### config.mk
export PLATFORM = sky130hd
export DESIGN_NAME = vga_render_flat
export DESIGN_NICKNAME = d
export VERILOG_FILES = /design/src/rtl/vga_pkg.sv /design/src/rtl/vga_render_if.sv /design/src/rtl/vga_timing_gen.sv /design/src/rtl/vga_render.sv /design/src/flat_wrapper.sv
export SDC_FILE = /design/constraint.sdc
export NUM_CORES = 1
export LEC_CHECK = 0
export CAP_MARGIN = 10
export CORE_UTILIZATION = 50
export DETAILED_ROUTE_END_ITERATION = 12
export MAX_ROUTING_LAYER = met4
export PLACE_DENSITY = 0.7
export SLEW_MARGIN = 20
export SYNTH_ARGS = -nofsm -noshare
export SYNTH_HDL_FRONTEND = slang
export SYNTH_SLANG_ARGS = --single-unit
export TNS_END_PERCENT = 50
### constraint.sdc
create_clock -name clk -period 2.6 [get_ports clk]
set_clock_uncertainty 0.05 [all_clocks]
set_input_delay 0.52 -clock clk [delete_from_list [all_inputs] [get_ports clk]]
set_output_delay 0.52 -clock clk [all_outputs]
set_load 0.01 [all_outputs]
### src/rtl/vga_pkg.sv
// Shared timing, geometry and colour constants for the Breakout VGA display stage.
package vga_pkg;

    // 800x600@72Hz timing, 50 MHz pixel clock
    localparam int H_VIS   = 800;
    localparam int H_FP    = 56;
    localparam int H_SYNC  = 120;
    localparam int H_BP    = 64;
    localparam int H_TOTAL = H_VIS + H_FP + H_SYNC + H_BP;   // 1040

    localparam int V_VIS   = 600;
    localparam int V_FP    = 37;
    localparam int V_SYNC  = 6;
    localparam int V_BP    = 23;
    localparam int V_TOTAL = V_VIS + V_FP + V_SYNC + V_BP;   // 666

    localparam logic SYNC_POL = 1'b1;

    localparam int COLOR_W = 4;
    localparam int RGB_W   = 3 * COLOR_W;

    localparam int H_W = 11;    // holds 0..1039
    localparam int V_W = 10;    // holds 0..665

    // Brick row: brick0 is 70 wide, bricks 1..11 are 60 wide, brick12 fills to the right edge
    localparam int N_BRICK  = 13;
    localparam int BRICK_Y0 = 25;
    localparam int BRICK_Y1 = 54;
    localparam int BRICK0_W = 70;
    localparam int BRICK_W  = 60;

    // Paddle: 200 wide, centre 60 columns drawn yellow
    localparam int PAD_Y0     = 575;
    localparam int PAD_Y1     = 589;
    localparam int PAD_STEP   = 50;
    localparam int PAD_LEN    = 200;
    localparam int PAD_MAX    = 12;
    localparam int PAD_MID_LO = 70;
    localparam int PAD_MID_HI = 129;

    localparam int BALL_SIZE = 30;

    typedef logic [RGB_W-1:0] rgb_t;

    localparam rgb_t C_RED     = 12'hF00;
    localparam rgb_t C_GREEN   = 12'h0F0;
    localparam rgb_t C_YELLOW  = 12'hFF0;
    localparam rgb_t C_WHITE   = 12'hFFF;
    localparam rgb_t C_BLACK   = 12'h000;
    localparam rgb_t C_WINBLUE = 12'h008;

    typedef struct packed {
        logic [9:0]         ball_x;
        logic [9:0]         ball_y;
        logic [3:0]         paddle_pos;
        logic [N_BRICK-1:0] brick;
        logic               go;
        logic               finish;
    } game_state_t;

    localparam game_state_t SNAP_RESET = '{
        ball_x:     10'd0,
        ball_y:     10'd0,
        paddle_pos: 4'd0,
        brick:      {N_BRICK{1'b1}},
        go:         1'b0,
        finish:     1'b0
    };

    typedef struct packed {
        logic ball;
        logic paddle;
        logic pad_mid;
        logic brick;
        logic win;
    } hits_t;

    // Rightmost column owned by brick k
    function automatic logic [H_W-1:0] brick_hi(input int k);
        if (k == 0)
            return H_W'(BRICK0_W - 1);
        else if (k == N_BRICK - 1)
            return H_W'(H_VIS - 1);
        else
            return H_W'(BRICK0_W + BRICK_W * k - 1);
    endfunction

endpackage

### src/rtl/vga_render_if.sv
// Game-state inputs and VGA outputs of the display stage, bundled as one bus.
interface vga_render_if;
    import vga_pkg::*;

    logic [9:0]         ball_x;
    logic [9:0]         ball_y;
    logic [3:0]         paddle_pos;
    logic [N_BRICK-1:0] brick;
    logic               go;
    logic               finish;

    logic               hsync;
    logic               vsync;
    logic [COLOR_W-1:0] red;
    logic [COLOR_W-1:0] green;
    logic [COLOR_W-1:0] blue;
    logic               frame_tick;

    // Game logic side: supplies state, observes the display
    modport master (
        output ball_x, ball_y, paddle_pos, brick, go, finish,
        input  hsync, vsync, red, green, blue, frame_tick
    );

    // Renderer side
    modport slave (
        input  ball_x, ball_y, paddle_pos, brick, go, finish,
        output hsync, vsync, red, green, blue, frame_tick
    );
endinterface

### src/rtl/vga_timing_gen.sv
// Raster counters, raw sync levels, visible-area flag and the per-frame tick.
module vga_timing_gen
    import vga_pkg::*;
(
    input  logic           clk,
    input  logic           rst,
    output logic [H_W-1:0] h_cnt_o,
    output logic [V_W-1:0] v_cnt_o,
    output logic           in_vis_o,
    output logic           hsync_o,
    output logic           vsync_o,
    output logic           frame_tick_o
);

    logic [H_W-1:0] h_q, h_d;
    logic [V_W-1:0] v_q, v_d;
    logic           tick_q, tick_d;

    // Next raster position; the tick is decoded from it so it can be registered
    always_comb begin
        h_d = h_q + H_W'(1);
        v_d = v_q;
        if (h_q == H_W'(H_TOTAL - 1)) begin
            h_d = '0;
            if (v_q == V_W'(V_TOTAL - 1))
                v_d = '0;
            else
                v_d = v_q + V_W'(1);
        end
        tick_d = (h_d == '0) && (v_d == V_W'(V_VIS));
    end

    // Counter and tick registers
    always_ff @(posedge clk) begin
        if (rst) begin
            h_q    <= '0;
            v_q    <= '0;
            tick_q <= 1'b0;
        end else begin
            h_q    <= h_d;
            v_q    <= v_d;
            tick_q <= tick_d;
        end
    end

    assign h_cnt_o      = h_q;
    assign v_cnt_o      = v_q;
    assign in_vis_o     = (h_q < H_W'(H_VIS)) && (v_q < V_W'(V_VIS));
    assign hsync_o      = (h_q >= H_W'(H_VIS + H_FP) && h_q <= H_W'(H_VIS + H_FP + H_SYNC - 1))
                          ? SYNC_POL : ~SYNC_POL;
    assign vsync_o      = (v_q >= V_W'(V_VIS + V_FP) && v_q <= V_W'(V_VIS + V_FP + V_SYNC - 1))
                          ? SYNC_POL : ~SYNC_POL;
    assign frame_tick_o = tick_q;

endmodule

### src/rtl/vga_render.sv
// Breakout display stage: per-frame snapshot of game state, region hit compare, colour mux.
module vga_render
    import vga_pkg::*;
(
    input  logic        clk,
    input  logic        rst,
    vga_render_if.slave bus
);

    logic [H_W-1:0] h_cnt;
    logic [V_W-1:0] v_cnt;
    logic           in_vis;
    logic           hs_raw;
    logic           vs_raw;
    logic           frame_tick;

    vga_timing_gen u_timing (
        .clk          (clk),
        .rst          (rst),
        .h_cnt_o      (h_cnt),
        .v_cnt_o      (v_cnt),
        .in_vis_o     (in_vis),
        .hsync_o      (hs_raw),
        .vsync_o      (vs_raw),
        .frame_tick_o (frame_tick)
    );

    function automatic logic [3:0] clamp_paddle(input logic [3:0] p);
        return (p > 4'(PAD_MAX)) ? 4'(PAD_MAX) : p;
    endfunction

    function automatic rgb_t pick_colour(input logic vld, input hits_t h);
        if (!vld)
            return C_BLACK;
        else if (h.ball)
            return C_WHITE;
        else if (h.paddle)
            return h.pad_mid ? C_YELLOW : C_GREEN;
        else if (h.brick)
            return C_RED;
        else
            return h.win ? C_WINBLUE : C_BLACK;
    endfunction

    game_state_t snap_q, snap_d;

    // Capture all game inputs together at the start of vertical blanking
    always_comb begin
        snap_d = snap_q;
        if (frame_tick) begin
            snap_d.ball_x     = bus.ball_x;
            snap_d.ball_y     = bus.ball_y;
            snap_d.paddle_pos = clamp_paddle(bus.paddle_pos);
            snap_d.brick      = bus.brick;
            snap_d.go         = bus.go;
            snap_d.finish     = bus.finish;
        end
    end

    // Snapshot register, held for the whole following visible frame
    always_ff @(posedge clk) begin
        if (rst)
            snap_q <= SNAP_RESET;
        else
            snap_q <= snap_d;
    end

    // go is latched with the rest of the state but does not affect drawing
    logic unused_go;
    assign unused_go = snap_q.go;

    // Ball compare is signed and one bit wider than the counter so that a ball near
    // the top/left edge clips instead of wrapping around
    logic signed [11:0] hx, vy, bx_lo, bx_hi, by_lo, by_hi;
    logic [H_W-1:0]     pad_left, pad_off;
    logic               brick_found;
    hits_t              hits_d;

    // S1 hit decode from the current raster position
    always_comb begin
        hx    = $signed({1'b0, h_cnt});
        vy    = $signed({2'b00, v_cnt});
        bx_hi = $signed({2'b00, snap_q.ball_x}) - 12'sd1;
        bx_lo = $signed({2'b00, snap_q.ball_x}) - $signed(12'(BALL_SIZE));
        by_hi = $signed({2'b00, snap_q.ball_y}) - 12'sd1;
        by_lo = $signed({2'b00, snap_q.ball_y}) - $signed(12'(BALL_SIZE));

        hits_d.ball = (hx >= bx_lo) && (hx <= bx_hi) && (vy >= by_lo) && (vy <= by_hi);

        pad_left = H_W'(snap_q.paddle_pos) * H_W'(PAD_STEP);
        pad_off  = h_cnt - pad_left;
        hits_d.paddle  = (v_cnt >= V_W'(PAD_Y0)) && (v_cnt <= V_W'(PAD_Y1)) &&
                         (h_cnt >= pad_left) && (pad_off <= H_W'(PAD_LEN - 1)) &&
                         (h_cnt < H_W'(H_VIS));
        hits_d.pad_mid = (pad_off >= H_W'(PAD_MID_LO)) && (pad_off <= H_W'(PAD_MID_HI));

        // Bricks tile columns 0..799 left to right, so the first brick whose right
        // edge is at or beyond h owns the pixel; a shared edge goes to the lower index
        hits_d.brick = 1'b0;
        brick_found  = 1'b0;
        if ((v_cnt >= V_W'(BRICK_Y0)) && (v_cnt <= V_W'(BRICK_Y1))) begin
            for (int k = 0; k < N_BRICK; k++) begin
                if (!brick_found && (h_cnt <= brick_hi(k))) begin
                    brick_found  = 1'b1;
                    hits_d.brick = snap_q.brick[4'(k)];
                end
            end
        end

        hits_d.win = snap_q.finish;
    end

    logic  vld_p1_q;
    hits_t hits_p1_q;
    logic  hs_p1_q, vs_p1_q;

    // ---- S1 boundary: region hits registered, valid = visible area ----
    always_ff @(posedge clk) begin
        if (rst) begin
            vld_p1_q <= 1'b0;
            hs_p1_q  <= ~SYNC_POL;
            vs_p1_q  <= ~SYNC_POL;
        end else begin
            vld_p1_q <= in_vis;
            hs_p1_q  <= hs_raw;
            vs_p1_q  <= vs_raw;
        end
    end

    // S1 hit data carries no reset; the valid bit masks it
    always_ff @(posedge clk) begin
        hits_p1_q <= hits_d;
    end

    rgb_t rgb_p2_q;
    logic hs_p2_q, vs_p2_q;

    // ---- S2 boundary: colour mux result and syncs aligned with it ----
    always_ff @(posedge clk) begin
        if (rst) begin
            rgb_p2_q <= C_BLACK;
            hs_p2_q  <= ~SYNC_POL;
            vs_p2_q  <= ~SYNC_POL;
        end else begin
            rgb_p2_q <= pick_colour(vld_p1_q, hits_p1_q);
            hs_p2_q  <= hs_p1_q;
            vs_p2_q  <= vs_p1_q;
        end
    end

    assign bus.red        = rgb_p2_q[RGB_W-1 -: COLOR_W];
    assign bus.green      = rgb_p2_q[2*COLOR_W-1 -: COLOR_W];
    assign bus.blue       = rgb_p2_q[COLOR_W-1:0];
    assign bus.hsync      = hs_p2_q;
    assign bus.vsync      = vs_p2_q;
    assign bus.frame_tick = frame_tick;

endmodule

### src/flat_wrapper.sv
// flat-port wrapper written by rule: the top's interface ports become plain ports
module vga_render_flat import vga_pkg::*;
  (clk, rst, bus_ball_x, bus_ball_y, bus_paddle_pos, bus_brick, bus_go, bus_finish, bus_hsync, bus_vsync, bus_red, bus_green, bus_blue, bus_frame_tick);
  vga_render_if bus_i ();
  input  logic clk;
  input  logic rst;
  input wire logic [$bits(bus_i.ball_x)-1:0] bus_ball_x;
  input wire logic [$bits(bus_i.ball_y)-1:0] bus_ball_y;
  input wire logic [$bits(bus_i.paddle_pos)-1:0] bus_paddle_pos;
  input wire logic [$bits(bus_i.brick)-1:0] bus_brick;
  input wire logic [$bits(bus_i.go)-1:0] bus_go;
  input wire logic [$bits(bus_i.finish)-1:0] bus_finish;
  output wire logic [$bits(bus_i.hsync)-1:0] bus_hsync;
  output wire logic [$bits(bus_i.vsync)-1:0] bus_vsync;
  output wire logic [$bits(bus_i.red)-1:0] bus_red;
  output wire logic [$bits(bus_i.green)-1:0] bus_green;
  output wire logic [$bits(bus_i.blue)-1:0] bus_blue;
  output wire logic [$bits(bus_i.frame_tick)-1:0] bus_frame_tick;
  assign bus_i.ball_x = bus_ball_x;
  assign bus_i.ball_y = bus_ball_y;
  assign bus_i.paddle_pos = bus_paddle_pos;
  assign bus_i.brick = bus_brick;
  assign bus_i.go = bus_go;
  assign bus_i.finish = bus_finish;
  assign bus_hsync = bus_i.hsync;
  assign bus_vsync = bus_i.vsync;
  assign bus_red = bus_i.red;
  assign bus_green = bus_i.green;
  assign bus_blue = bus_i.blue;
  assign bus_frame_tick = bus_i.frame_tick;
  vga_render u_core (.clk(clk), .rst(rst), .bus(bus_i));
endmodule
==> metrics.csv <==
metric,value,unit
outcome,"complete, but fails checks",
failing checks,negative setup slack,
CP Data Required Time,2.81,ns
Yosys cell types,78,
worst slew pin tran,0.566,ns
top-area cell type share of the netlist area,0.247,
Syn Nets,792,
kind of critical path,reg2reg,
area overhead of the layout relative to synthesis,25.3,%
Clock Path Buffers,2,
HP Start,u_core.hits_d[0],
GRT overflow,0,
Ys Warns,0,
total die area,11600,µm²
GP Congestion,0.947,
setup violators final,3,
initial core utilization,0.515,
final std cells w/o fill,900,
CP cell instances,ha_4 -> ha_4 -> inv_2 -> fa_2 -> xor2_2 -> ha_1 -> nand4_1 -> o221a_2 -> mux2_4 -> a2bb2oi_4 -> a2111oi_4,
DP HPWL,10.7,mm
RR Endpoint,u_core.hits_p1_q[3],
gr usage total,0.254,
Vias,5263,
layout cells sized above 1,0.187,
crit path buf inv count,1,
"count leader, synth",ha_1,
Worst setup SP type,register,
Via density,5.85,
worst reg2reg path depth,11,
Worst Hold Depth,0,
CTS tree,built,
"EDFF count, synth",0,
Post-CTS Hold Buffers,0,
"Slowest-stage cell, CP",fa_2,
Wirelength per Cell,15.7,µm
DP Cell Count,882,
final hold violations,0,
synthesized area per cell,8.25,µm²
"top cells by area, synth","dfxtp_1 25%, ha_1 16%, mux2i_1 5.9%",
Hold Slack,0.307,ns
initial drt markers,416,
Worst Hold Class,reg2reg,
crit-path max FO,4,
reg-to-reg critical path startpoint,u_core.snap_q[15],
largest net degree at the start of global routing,36,
"worst slack, placed",-0.488,ns
max_slew headroom,0.623,
Worst Hold Path EP,u_core.hits_p1_q[0],
WP data arrival,3.12,ns
CTS HTree Levels,3,
final core occ,0.645,
worst skew pair latency,0.36,ns
area of the multi-input gates,4080,µm²
critical path capture point type,register,
Highest Clock Rate,0.343,GHz
Leakage,2.99,nW
# nets final,868,
core footprint,10900,µm²
fill cell count,914,
Crit path max-delay family,adder cells,
post-route DRC violation count,0,
minimum clock period,2.92,ns
I/O pins,56,
cells after synthesis,679,
CP dominant cell by count,ha_4,
Yosys top cell by area,dfxtp_1,
DR pass1 iterations,5,
first-pass GRT wire length,22.8,mm
setup TNS after final layout,-0.817,ns
Pwr Density,330,nW/µm²
DIE WIDTH,108,µm
design area,7020,µm²
Std-Cell Rows,38,
post-detailed-route count of antenna-violating nets,0,
prevailing post-synth register cell,dfxtp_1,
Reg area,1400,µm²
max incr delay on CP,0.38,ns
Chip Height,108,µm
Clock Sinks,69,
RSZ-0062 raised after global routing,true,
port bufs,49,
clock-pin slew on the worst setup and hold paths,0.08,ns
post-route setup slack,-0.316,ns
ANT cells,0,
fin. max-slew vios,0,
CTS buffer count,9,
total power,2.32,mW
Max VDD drop,0.000477,V
Synth top cells by count,"70 x ha_1, 69 x dfxtp_1, 51 x nand2_1, 49 x nor2_1, 40 x a21oi_1",
mapped cell area,5600,µm²
antenna violations before repair,0,
worst reg-to-reg setup slack,-0.32,ns
#FFs+latches synth,69,
Root Buffer,clkbuf_8,
Tcrit/Tclk final,1.12,
sequential share of the synthesized area,0.247,
drt total wl,14.2,mm
Async SR Flop Fraction,0,
placed cell area,6540,µm²
MaxCap Viol Count,0,
vias in the first global route,4951,
placed cells by master, fill, tap and decap left out, drive strengths merged, types with 4 or more instances in the layout:
cell           instances
inv                   33
a211oi                 6
mux2i                 33
ha                    70
nand3                 17
a21o                   4
nand2b                 8
nor4                  14
a21oi                 41
nor2b                 15
or2                    4
nor3                  18
and2                   5
clkbuf                10
nor3b                  7
a211o                  4
and3                   8
o21a                   7
o21ai                 23
nand4                 15
buf                   67
xor2                  23
nand2                 51
nor2                  50
xnor2                 25
clkdlybuf4s50         48
a31oi                 10
or3                   11
dfxtp                 69
layer usage:
| layer | track usage | up-vias | share of wire |
|---|---|---|---|
| met2 | 0.436 | 169 | 0.50 |
| met1 | 0.306 | 2474 | 0.44 |
| li1 | - | 2592 | - |
| met4 | 0.0675 | 0 | 0.014 |
| met3 | 0.0424 | 28 | 0.050 |
| met5 | - | - | 0 |
logic make-up (layout without fill, tap and decap cells):
group / count (synthesis) / in the layout / synth area share
muxes: 34 / 34 / 0.0610
buffers and inverters: 83 / 164 / 0.0643
DFF: 69 / 69 / 0.247
adders and majority gates: 72 / 72 / 0.163
AOI/OAI and AO/OA: 133 / 133 / 0.157
and+or+nand+nor: 240 / 240 / 0.233
xor gates and xnor gates: 48 / 48 / 0.0750
layout make-up:
cell class	count	area share
Clock buffer	10	0.0196
Clock inverter	6	0.0157
Inverter	33	0.0177
Multi-Input combinational cell	527	0.581
Sequential cell	69	0.199
Tap cell	140	0.0250
Timing Repair Buffer	115	0.142
worst max path at each step:
stage                     slack [ns]  cells after the start         startpoint             endpoint
final                          -0.32                     11  u_core.snap_q[15]  u_core.hits_p1_q[3]
after global routing           -0.42                     14  u_core.snap_q[30]  u_core.hits_p1_q[4]
after CTS                      -0.33                     11  u_core.snap_q[15]  u_core.hits_p1_q[3]
after detailed placement       -0.49                     12  u_core.snap_q[17]  u_core.hits_p1_q[3]
after global placement         -0.40                     14  u_core.snap_q[29]  u_core.hits_p1_q[4]
after floorplan                -0.23                     13  u_core.snap_q[15]  u_core.hits_p1_q[3]
what timing repair did:
item	CTS	global route
pin swaps	6	4
setup buffers	1	1
endpoints found under the setup margin	3	5
resized for setup	15	33
sequential cells by signal (all words and copies together), names as in the netlist:
| register | flops |
|---|---|
| u_core.snap_q | 32 |
| u_core.u_timing.h_cnt_o | 11 |
| u_core.u_timing.v_cnt_o | 10 |
| u_core.hits_p1_q | 5 |
| u_core.rgb_p2_q | 4 |
| u_core.bus.hsync | 1 |
| u_core.bus.vsync | 1 |
| u_core.hits_d | 1 |
| u_core.hs_p1_q | 1 |
| u_core.u_timing.frame_tick_o | 1 |
| u_core.vld_p1_q | 1 |
| u_core.vs_p1_q | 1 |
power by group:
| part | internal, mW | switching, mW |
|---|---|---|
| Combinational | 0.0925 | 0.0758 |
| Clock | 0.661 | 0.425 |
| Sequential | 1.06 | 0.00493 |
| Total | 1.81 | 0.505 |
Note: power is estimated with default switching activity, not from simulation.
